==> src/rtl/traffic_phase_fsm_pkg.sv <==
// traffic_pkg: shared definitions for the intersection phase sequencer.
//   - phase_t / light_t  : 3-bit phase encoding and {R,Y,G} light code types
//   - phase constants    : NS_GREEN..FLASH, fixed numeric encodings seen on the phase output
//   - light constants    : RED, YEL, GRN, OFF
//   - DEF_* constants    : default dwell durations and counter width
//   - next_phase()       : successor in the normal (non-flash) cycle
//   - is_green()/is_yellow() : phase class helpers
package traffic_pkg;

    typedef logic [2:0] phase_t;
    typedef logic [2:0] light_t;

    localparam phase_t NS_GREEN  = 3'd0;
    localparam phase_t NS_YELLOW = 3'd1;
    localparam phase_t ALLRED_A  = 3'd2;
    localparam phase_t EW_GREEN  = 3'd3;
    localparam phase_t EW_YELLOW = 3'd4;
    localparam phase_t ALLRED_B  = 3'd5;
    localparam phase_t FLASH     = 3'd6;

    localparam light_t RED = 3'b100;
    localparam light_t YEL = 3'b010;
    localparam light_t GRN = 3'b001;
    localparam light_t OFF = 3'b000;

    localparam int unsigned DEF_GREEN_TICKS     = 30;
    localparam int unsigned DEF_YELLOW_TICKS    = 3;
    localparam int unsigned DEF_ALLRED_TICKS    = 1;
    localparam int unsigned DEF_MIN_GREEN_TICKS = 10;
    localparam int unsigned DEF_CNT_W           = 6;

    function automatic phase_t next_phase(input phase_t st);
        phase_t nxt;
        case (st)
            NS_GREEN:  nxt = NS_YELLOW;
            NS_YELLOW: nxt = ALLRED_A;
            ALLRED_A:  nxt = EW_GREEN;
            EW_GREEN:  nxt = EW_YELLOW;
            EW_YELLOW: nxt = ALLRED_B;
            ALLRED_B:  nxt = NS_GREEN;
            // FLASH never uses the normal successor; clearance is the safe fallback.
            default:   nxt = ALLRED_B;
        endcase
        return nxt;
    endfunction

    function automatic logic is_green(input phase_t st);
        return (st == NS_GREEN) || (st == EW_GREEN);
    endfunction

    function automatic logic is_yellow(input phase_t st);
        return (st == NS_YELLOW) || (st == EW_YELLOW);
    endfunction

endpackage

==> src/rtl/traffic_phase_fsm_if.sv <==
// traffic_phase_fsm_if: request/status bundle of the phase sequencer.
//   tick, ped_req, flash                           : inputs to the sequencer
//   ns_light, ew_light, phase, phase_done, ped_pending : sequencer status
// master drives the inputs and observes status; slave is the sequencer side.
interface traffic_phase_fsm_if;

    logic       tick;
    logic       ped_req;
    logic       flash;
    logic [2:0] ns_light;
    logic [2:0] ew_light;
    logic [2:0] phase;
    logic       phase_done;
    logic       ped_pending;

    modport master (
        output tick,
        output ped_req,
        output flash,
        input  ns_light,
        input  ew_light,
        input  phase,
        input  phase_done,
        input  ped_pending
    );

    modport slave (
        input  tick,
        input  ped_req,
        input  flash,
        output ns_light,
        output ew_light,
        output phase,
        output phase_done,
        output ped_pending
    );

endinterface

==> src/rtl/traffic_phase_fsm_dwell_counter.sv <==
// phase_dwell_counter: tick-driven dwell counter for one phase.
//   clk_i, rst_ni   : clock, asynchronous active-low reset
//   clear_i         : return count to zero (phase change); wins over tick_i
//   tick_i          : advance count by one
//   dur_i           : dwell of the current phase in ticks (>= 1)
//   min_i           : minimum dwell before an early exit is allowed (>= 1)
//   cnt_o           : current count
//   expire_o        : count is on its last tick of the phase
//   min_reached_o   : the next tick completes at least min_i ticks
module phase_dwell_counter #(
    parameter int unsigned CNT_W = 6
) (
    input  logic             clk_i,
    input  logic             rst_ni,
    input  logic             clear_i,
    input  logic             tick_i,
    input  logic [CNT_W-1:0] dur_i,
    input  logic [CNT_W-1:0] min_i,
    output logic [CNT_W-1:0] cnt_o,
    output logic             expire_o,
    output logic             min_reached_o
);

    logic [CNT_W-1:0] cnt_q, cnt_d;

    always_comb begin
        cnt_d = cnt_q;
        if (clear_i) begin
            cnt_d = '0;
        end else if (tick_i) begin
            cnt_d = cnt_q + CNT_W'(1);
        end
    end

    always_ff @(posedge clk_i or negedge rst_ni) begin
        if (!rst_ni) begin
            cnt_q <= '0;
        end else begin
            cnt_q <= cnt_d;
        end
    end

    assign cnt_o         = cnt_q;
    assign expire_o      = (cnt_q == dur_i - CNT_W'(1));
    assign min_reached_o = (cnt_q >= min_i - CNT_W'(1));

endmodule

==> src/rtl/traffic_phase_fsm.sv <==
// traffic_phase_fsm: two-road (NS/EW) intersection phase sequencer.
//   clk_out : system clock
//   reset   : asynchronous active-low reset
//   bus     : traffic_phase_fsm_if.slave
//     tick        in  one-cycle strobe; all dwell timing advances on it
//     ped_req     in  pedestrian button (level or pulse)
//     flash       in  forces flash mode while high
//     ns_light    out {R,Y,G} for NS road
//     ew_light    out {R,Y,G} for EW road
//     phase       out current phase encoding
//     phase_done  out one-cycle pulse after any phase change
//     ped_pending out latched pedestrian request
module traffic_phase_fsm
    import traffic_pkg::*;
#(
    parameter int unsigned GREEN_TICKS     = DEF_GREEN_TICKS,
    parameter int unsigned YELLOW_TICKS    = DEF_YELLOW_TICKS,
    parameter int unsigned ALLRED_TICKS    = DEF_ALLRED_TICKS,
    parameter int unsigned MIN_GREEN_TICKS = DEF_MIN_GREEN_TICKS,
    parameter int unsigned CNT_W           = DEF_CNT_W
) (
    input  logic               clk_out,
    input  logic               reset,
    traffic_phase_fsm_if.slave bus
);

    localparam logic [CNT_W-1:0] GreenDur  = CNT_W'(GREEN_TICKS);
    localparam logic [CNT_W-1:0] YellowDur = CNT_W'(YELLOW_TICKS);
    localparam logic [CNT_W-1:0] AllredDur = CNT_W'(ALLRED_TICKS);
    localparam logic [CNT_W-1:0] MinGreen  = CNT_W'(MIN_GREEN_TICKS);

    phase_t           state_q, state_d;
    logic             flash_phase_q, flash_phase_d;
    logic             ped_pending_q, ped_pending_d;
    logic             phase_done_q;
    logic [CNT_W-1:0] dur;
    logic [CNT_W-1:0] cnt;
    logic             expire;
    logic             min_reached;
    logic             state_change;
    logic             enter_yellow;
    logic             dwell_tick;
    light_t           ns_light;
    light_t           ew_light;

    // Dwell of the current phase; FLASH reports 1 so cnt (held at 0) stays in range.
    always_comb begin
        dur = CNT_W'(1);
        unique case (state_q)
            NS_GREEN, EW_GREEN:   dur = GreenDur;
            NS_YELLOW, EW_YELLOW: dur = YellowDur;
            ALLRED_A, ALLRED_B:   dur = AllredDur;
            default:              dur = CNT_W'(1);
        endcase
    end

    // The counter does not run in FLASH; ticks there only drive the blink.
    assign dwell_tick = bus.tick && (state_q != FLASH);

    phase_dwell_counter #(
        .CNT_W (CNT_W)
    ) u_dwell (
        .clk_i         (clk_out),
        .rst_ni        (reset),
        .clear_i       (state_change),
        .tick_i        (dwell_tick),
        .dur_i         (dur),
        .min_i         (MinGreen),
        .cnt_o         (cnt),
        .expire_o      (expire),
        .min_reached_o (min_reached)
    );

    // flash outranks every timed or pedestrian transition.
    always_comb begin
        state_d       = state_q;
        flash_phase_d = flash_phase_q;
        if (bus.flash) begin
            if (state_q != FLASH) begin
                state_d       = FLASH;
                flash_phase_d = 1'b0;
            end else if (bus.tick) begin
                flash_phase_d = ~flash_phase_q;
            end
        end else if (state_q == FLASH) begin
            // Leave through clearance so both roads show red before any green.
            state_d       = ALLRED_B;
            flash_phase_d = 1'b0;
        end else if (bus.tick) begin
            if (expire || (is_green(state_q) && ped_pending_q && min_reached)) begin
                state_d = next_phase(state_q);
            end
        end
    end

    assign state_change = (state_d != state_q);
    assign enter_yellow = state_change && is_yellow(state_d);

    // A request arriving on the clearing edge survives for the next green.
    assign ped_pending_d = bus.ped_req | (ped_pending_q & ~enter_yellow);

    always_ff @(posedge clk_out or negedge reset) begin
        if (!reset) begin
            state_q       <= NS_GREEN;
            flash_phase_q <= 1'b0;
            ped_pending_q <= 1'b0;
            phase_done_q  <= 1'b0;
        end else begin
            state_q       <= state_d;
            flash_phase_q <= flash_phase_d;
            ped_pending_q <= ped_pending_d;
            phase_done_q  <= state_change;
        end
    end

    // Moore decode straight off the state register.
    always_comb begin
        ns_light = RED;
        ew_light = RED;
        unique case (state_q)
            NS_GREEN:  begin ns_light = GRN; ew_light = RED; end
            NS_YELLOW: begin ns_light = YEL; ew_light = RED; end
            ALLRED_A:  begin ns_light = RED; ew_light = RED; end
            EW_GREEN:  begin ns_light = RED; ew_light = GRN; end
            EW_YELLOW: begin ns_light = RED; ew_light = YEL; end
            ALLRED_B:  begin ns_light = RED; ew_light = RED; end
            FLASH: begin
                ns_light = flash_phase_q ? YEL : OFF;
                ew_light = flash_phase_q ? YEL : OFF;
            end
            default:   begin ns_light = RED; ew_light = RED; end
        endcase
    end

    assign bus.ns_light    = ns_light;
    assign bus.ew_light    = ew_light;
    assign bus.phase       = state_q;
    assign bus.phase_done  = phase_done_q;
    assign bus.ped_pending = ped_pending_q;

`ifndef SYNTHESIS
    a_cnt_in_range: assert property (@(posedge clk_out) disable iff (!reset) cnt < dur);
    a_no_dual_green: assert property (@(posedge clk_out) disable iff (!reset)
        !(ns_light == GRN && ew_light == GRN));
    a_one_road_red: assert property (@(posedge clk_out) disable iff (!reset)
        (state_q == FLASH) || (ns_light == RED) || (ew_light == RED));
`endif

endmodule
==> src/flat_wrapper.sv <==
// flat-port wrapper written by rule: the top's interface ports become plain ports
module traffic_phase_fsm_flat import traffic_pkg::*;
#(
    parameter int unsigned GREEN_TICKS     = DEF_GREEN_TICKS,
    parameter int unsigned YELLOW_TICKS    = DEF_YELLOW_TICKS,
    parameter int unsigned ALLRED_TICKS    = DEF_ALLRED_TICKS,
    parameter int unsigned MIN_GREEN_TICKS = DEF_MIN_GREEN_TICKS,
    parameter int unsigned CNT_W           = DEF_CNT_W
)
  (clk_out, reset, bus_tick, bus_ped_req, bus_flash, bus_ns_light, bus_ew_light, bus_phase, bus_phase_done, bus_ped_pending);
  traffic_phase_fsm_if bus_i ();
  input  logic clk_out;
  input  logic reset;
  input wire logic [$bits(bus_i.tick)-1:0] bus_tick;
  input wire logic [$bits(bus_i.ped_req)-1:0] bus_ped_req;
  input wire logic [$bits(bus_i.flash)-1:0] bus_flash;
  output wire logic [$bits(bus_i.ns_light)-1:0] bus_ns_light;
  output wire logic [$bits(bus_i.ew_light)-1:0] bus_ew_light;
  output wire logic [$bits(bus_i.phase)-1:0] bus_phase;
  output wire logic [$bits(bus_i.phase_done)-1:0] bus_phase_done;
  output wire logic [$bits(bus_i.ped_pending)-1:0] bus_ped_pending;
  assign bus_i.tick = bus_tick;
  assign bus_i.ped_req = bus_ped_req;
  assign bus_i.flash = bus_flash;
  assign bus_ns_light = bus_i.ns_light;
  assign bus_ew_light = bus_i.ew_light;
  assign bus_phase = bus_i.phase;
  assign bus_phase_done = bus_i.phase_done;
  assign bus_ped_pending = bus_i.ped_pending;
  traffic_phase_fsm #(.GREEN_TICKS(GREEN_TICKS), .YELLOW_TICKS(YELLOW_TICKS), .ALLRED_TICKS(ALLRED_TICKS), .MIN_GREEN_TICKS(MIN_GREEN_TICKS), .CNT_W(CNT_W)) u_core (.clk_out(clk_out), .reset(reset), .bus(bus_i));
endmodule
==> config.mk <==
export PLATFORM = sky130hd
export DESIGN_NAME = traffic_phase_fsm_flat
export DESIGN_NICKNAME = d
export VERILOG_FILES = /design/src/rtl/traffic_phase_fsm_pkg.sv /design/src/rtl/traffic_phase_fsm_if.sv /design/src/rtl/traffic_phase_fsm_dwell_counter.sv /design/src/rtl/traffic_phase_fsm.sv /design/src/flat_wrapper.sv
export SDC_FILE = /design/constraint.sdc
export NUM_CORES = 1
export LEC_CHECK = 0
export BUFFER_PORTS_ARGS = -buffer_cell sky130_fd_sc_hd__buf_2
export CAP_MARGIN = 10
export CORE_ASPECT_RATIO = 1.25
export CORE_MARGIN = 4
export CORE_UTILIZATION = 43
export CTS_BUF_LIST = sky130_fd_sc_hd__clkbuf_4
export DETAILED_ROUTE_END_ITERATION = 7
export PLACE_DENSITY = 0.68
export RECOVER_POWER = 100
export SETUP_SLACK_MARGIN = 0.05
export SYNTH_ARGS = -nofsm -noshare
export SYNTH_HDL_FRONTEND = slang
export SYNTH_HIERARCHICAL = 1
export SYNTH_SLANG_ARGS = --single-unit
==> constraint.sdc <==
create_clock -name clk_out -period 2.8 [get_ports clk_out]
set_clock_uncertainty 0.05 [all_clocks]
set_input_delay 0.28 -clock clk_out [delete_from_list [all_inputs] [get_ports clk_out]]
set_output_delay 0.28 -clock clk_out [all_outputs]
set_load 0.01 [all_outputs]
==> results.txt <==
Worst Setup SP: u_core/bus.phase[1]
Post-DP HPWL: 1770 um
Worst-skew pair later-pin latency: 0.27 ns
Tot Pwr: 0.498 mW
Max-slew headroom: 0.559
Crit share post-route: 0.932
Reg-to-reg setup timing slack: 0.19 ns
Register area share after synthesis: 0.280
First-pass GRT wire length: 4020 um
Cells after Synth: 128
Critical path arrival: 2.71 ns
Share of cells above drive strength 1: 0.120
Yosys reg bits: 12
I/O Buffers: 15
Initial DRT Pass Iterations: 4
Starting Density: 0.470
Max Cap Viol: 0
Via/cell ratio: 5.01
Die W: 52.7 um
CTS clk-pin slew, worst paths: 0.08 ns
Pint: 0.319 mW
Most common cell in the netlist: dfrtp_1
Die Height: 63.8 um
Synth unique cells: 37
Fmax achieved: 0.383 GHz
Clock power frac: 0.213
H-tree depth: 1
Worst Max-Slew Pin Slew: 0.661 ns
Post-synth top cells: dfrtp_1 (12), nor2_1 (11), xor2_1 (11), inv_1 (10), ha_1 (9)
Slowest-stage cell, CP: dfrtp_1
Syn_area_per_cell: 8.38 um2
Ys Warns: 6
Antenna violations before repair: 0
Wire per inst: 11.5 um
CP peak stage delay: 0.42 ns
GRT Residual Overflow: 0
Top cell type's share of synthesized area: 0.280
Critical Path End: u_core/bus.ped_pending
Crit path required time: 2.90 ns
Worst Reg-to-Reg Cells: 13
Worst setup path class: register to register
Row Count: 19
# IOs: 16
Number of global-route vias before repair: 930
Critical path fanouts, max: 4
CTS Sinks: 12
Die area: 3360 um2
Diode count: 0
Sequential Power Share: 0.406
RSZ-0062 raised after global routing: no
Async set-reset flop share out of synthesis: 1.00
RR Endpoint: u_core/bus.ped_pending
Fin area: 1320 um2
Root Driver: clkbuf_4
Post-DP Area: 1270 um2
Mapped cell area: 1070 um2
Final cell count without fillers: 197
Sw frac: 0.358
PwrDens: 378 nW/um2
Post-synth top flop: dfrtp_1
CTS tree: yes
DRC: 0
GPL Wtd Cong: 0.820
Leak: 0.607 nW
Crit-path cells: xor2_2 > nor2_4 > inv_1 > inv_1 > ha_1 > nand2b_1 > o211a_1 > o31a_1 > nor3_4 > clkbuf_1 > nor2_1 > o41ai_1 > nand2b_1
Pin count of the biggest net entering global routing: 13
Total number of vias: 986
Core area: 2280 um2
Worst IR Drop VDD: 336 uV
Reg2reg start: u_core/bus.phase[1]
Post-synth top area cell: dfrtp_1
WHS: 0.155 ns
Synth area leaders: dfrtp_1 (28%), ha_1 (11%), xor2_1 (9.0%)
Total CTS buffers: 3
Startpoint Class: register
Hold Vio Cnt, Final: 0
Minimum clock period: 2.61 ns
Tot GR Track Use: 0.149
Dpl cells: 190
Layout area overhead: 22.9%
Switching Power: 0.178 mW
Endpoint class of the critical path: register
Final setup fails: 0
Slew Limit Fails: 0
Detailed Route WL: 2270 um
Status: completed
Antenna Nets Post-Route: 0
Combinational group share of total power: 0.381
DRT iter0 DRCs: 36
EDFF count, synth: 0
Final setup TNS: 0 ns
Final #Nets: 181
Worst-case clock buffer depth: 2
Hold WC Path Type: input pin to register
==> cell usage in the layout, fill, tap and decap left out, types with 2 or more instances in the layout <==
cell type,count
xnor2_1,6
o21ai_0,2
xor2_1,10
ha_1,9
nor3_1,5
nand4_1,4
inv_1,10
nand3_1,5
a21o_1,2
clkbuf_4,3
buf_4,6
conb_1,15
buf_2,5
dfrtp_1,12
o21a_1,2
a21oi_1,7
clkbuf_1,13
nor2_1,10
nand2_1,8
nand2b_1,7
mux2i_1,2
==> logic make-up (layout without fill, tap and decap cells) <==
family                   after synthesis  in the layout  share of synthesized area
XOR/XNOR                              17             17                      0.139
buffers and inverters                 14             39                     0.0583
other                                  2             15                    0.00700
adder cells (fa/ha/maj)                9              9                      0.105
flip-flops                            12             12                      0.280
multiplexers                           2              2                     0.0187
AO/OA/AOI/OAI                         25             25                      0.163
AND/OR/NAND/NOR                       47             47                      0.229
==> per-stage QoR <==
| stage | setup WS, ns | utilization |
|---|---|---|
| floorplan | 0.0966 | - |
| global placement | 0.219 | 0.559 |
| detailed placement | 0.147 | 0.559 |
| CTS | 0.0705 | 0.575 |
| global route | 0.0330 | 0.577 |
| finish | 0.189 | 0.577 |
==> metal layers <==
metal,vias to the layer above,routed length (um),share of wire,global-route usage
li1,510,-,-,-
met2,25,1180,0.52,0.255
met4,0,6,0.0026,0.0383
met3,2,76,0.033,0.0140
met5,-,0,0,0
met1,449,1010,0.44,0.198
==> state kept, by name (all words and copies together), names as in the netlist <==
signal	flops
u_core/bus.phase	3
u_core/u_dwell/cnt_o	6
u_core/flash_phase_q	1
u_core/bus.phase_done	1
u_core/bus.ped_pending	1
==> repair_timing <==
item,4_1_cts,5_1_grt
gates resized for setup,0,3
buffers inserted,0,2
endpoints found under the setup margin,0,10
hold endpoints to repair,12,0
hold buffers,1,0
==> final cells by class <==
type	instances	area [um2]
Fill cell	229	965
Multi-Input combinational cell	115	786
Sequential cell	12	300
Timing Repair Buffer	25	129
Tap cell	31	38.8
Inverter	10	37.5
Clock buffer	3	22.5
Clock inverter	1	3.75
==> power groups by stage <==
stage | logic [mW] | registers (mW) | clock network (mW)
4_1_cts | 0.184 | 0.201 | 0.110
3_5_place_dp | 0.181 | 0.204 | 0
3_3_place_gp | 0.177 | 0.204 | 0
5_1_grt | 0.212 | 0.204 | 0.122
6_report | 0.190 | 0.202 | 0.106
2_1_floorplan | 0.124 | 0.204 | 0
==> how the worst min path moves through the flow <==
stage	start	to	slack, ns	cells after the start
2_1_floorplan	reset	u_core/bus.ped_pending	-0.07	0
3_3_place_gp	reset	u_core/bus.ped_pending	0.12	1
3_5_place_dp	reset	u_core/flash_phase_q	0.12	1
4_1_cts	bus_ped_req	u_core/bus.ped_pending	0.15	2
5_1_grt	bus_ped_req	u_core/bus.ped_pending	0.18	2
6_report	bus_ped_req	u_core/bus.ped_pending	0.15	2
==> critical path: cells and delay by family, from the launching register on <==
| kind | cells | cell delay, ns |
|---|---|---|
| AOI/OAI and AO/OA | 3 | 0.68 |
| xor gates and xnor gates | 1 | 0.24 |
| adders and majority gates | 1 | 0.22 |
| buffers and inverters | 3 | 0.33 |
| DFF | 1 | 0.42 |
| and+or+nand+nor | 5 | 0.55 |
Note: power is estimated with default switching activity, not from simulation.
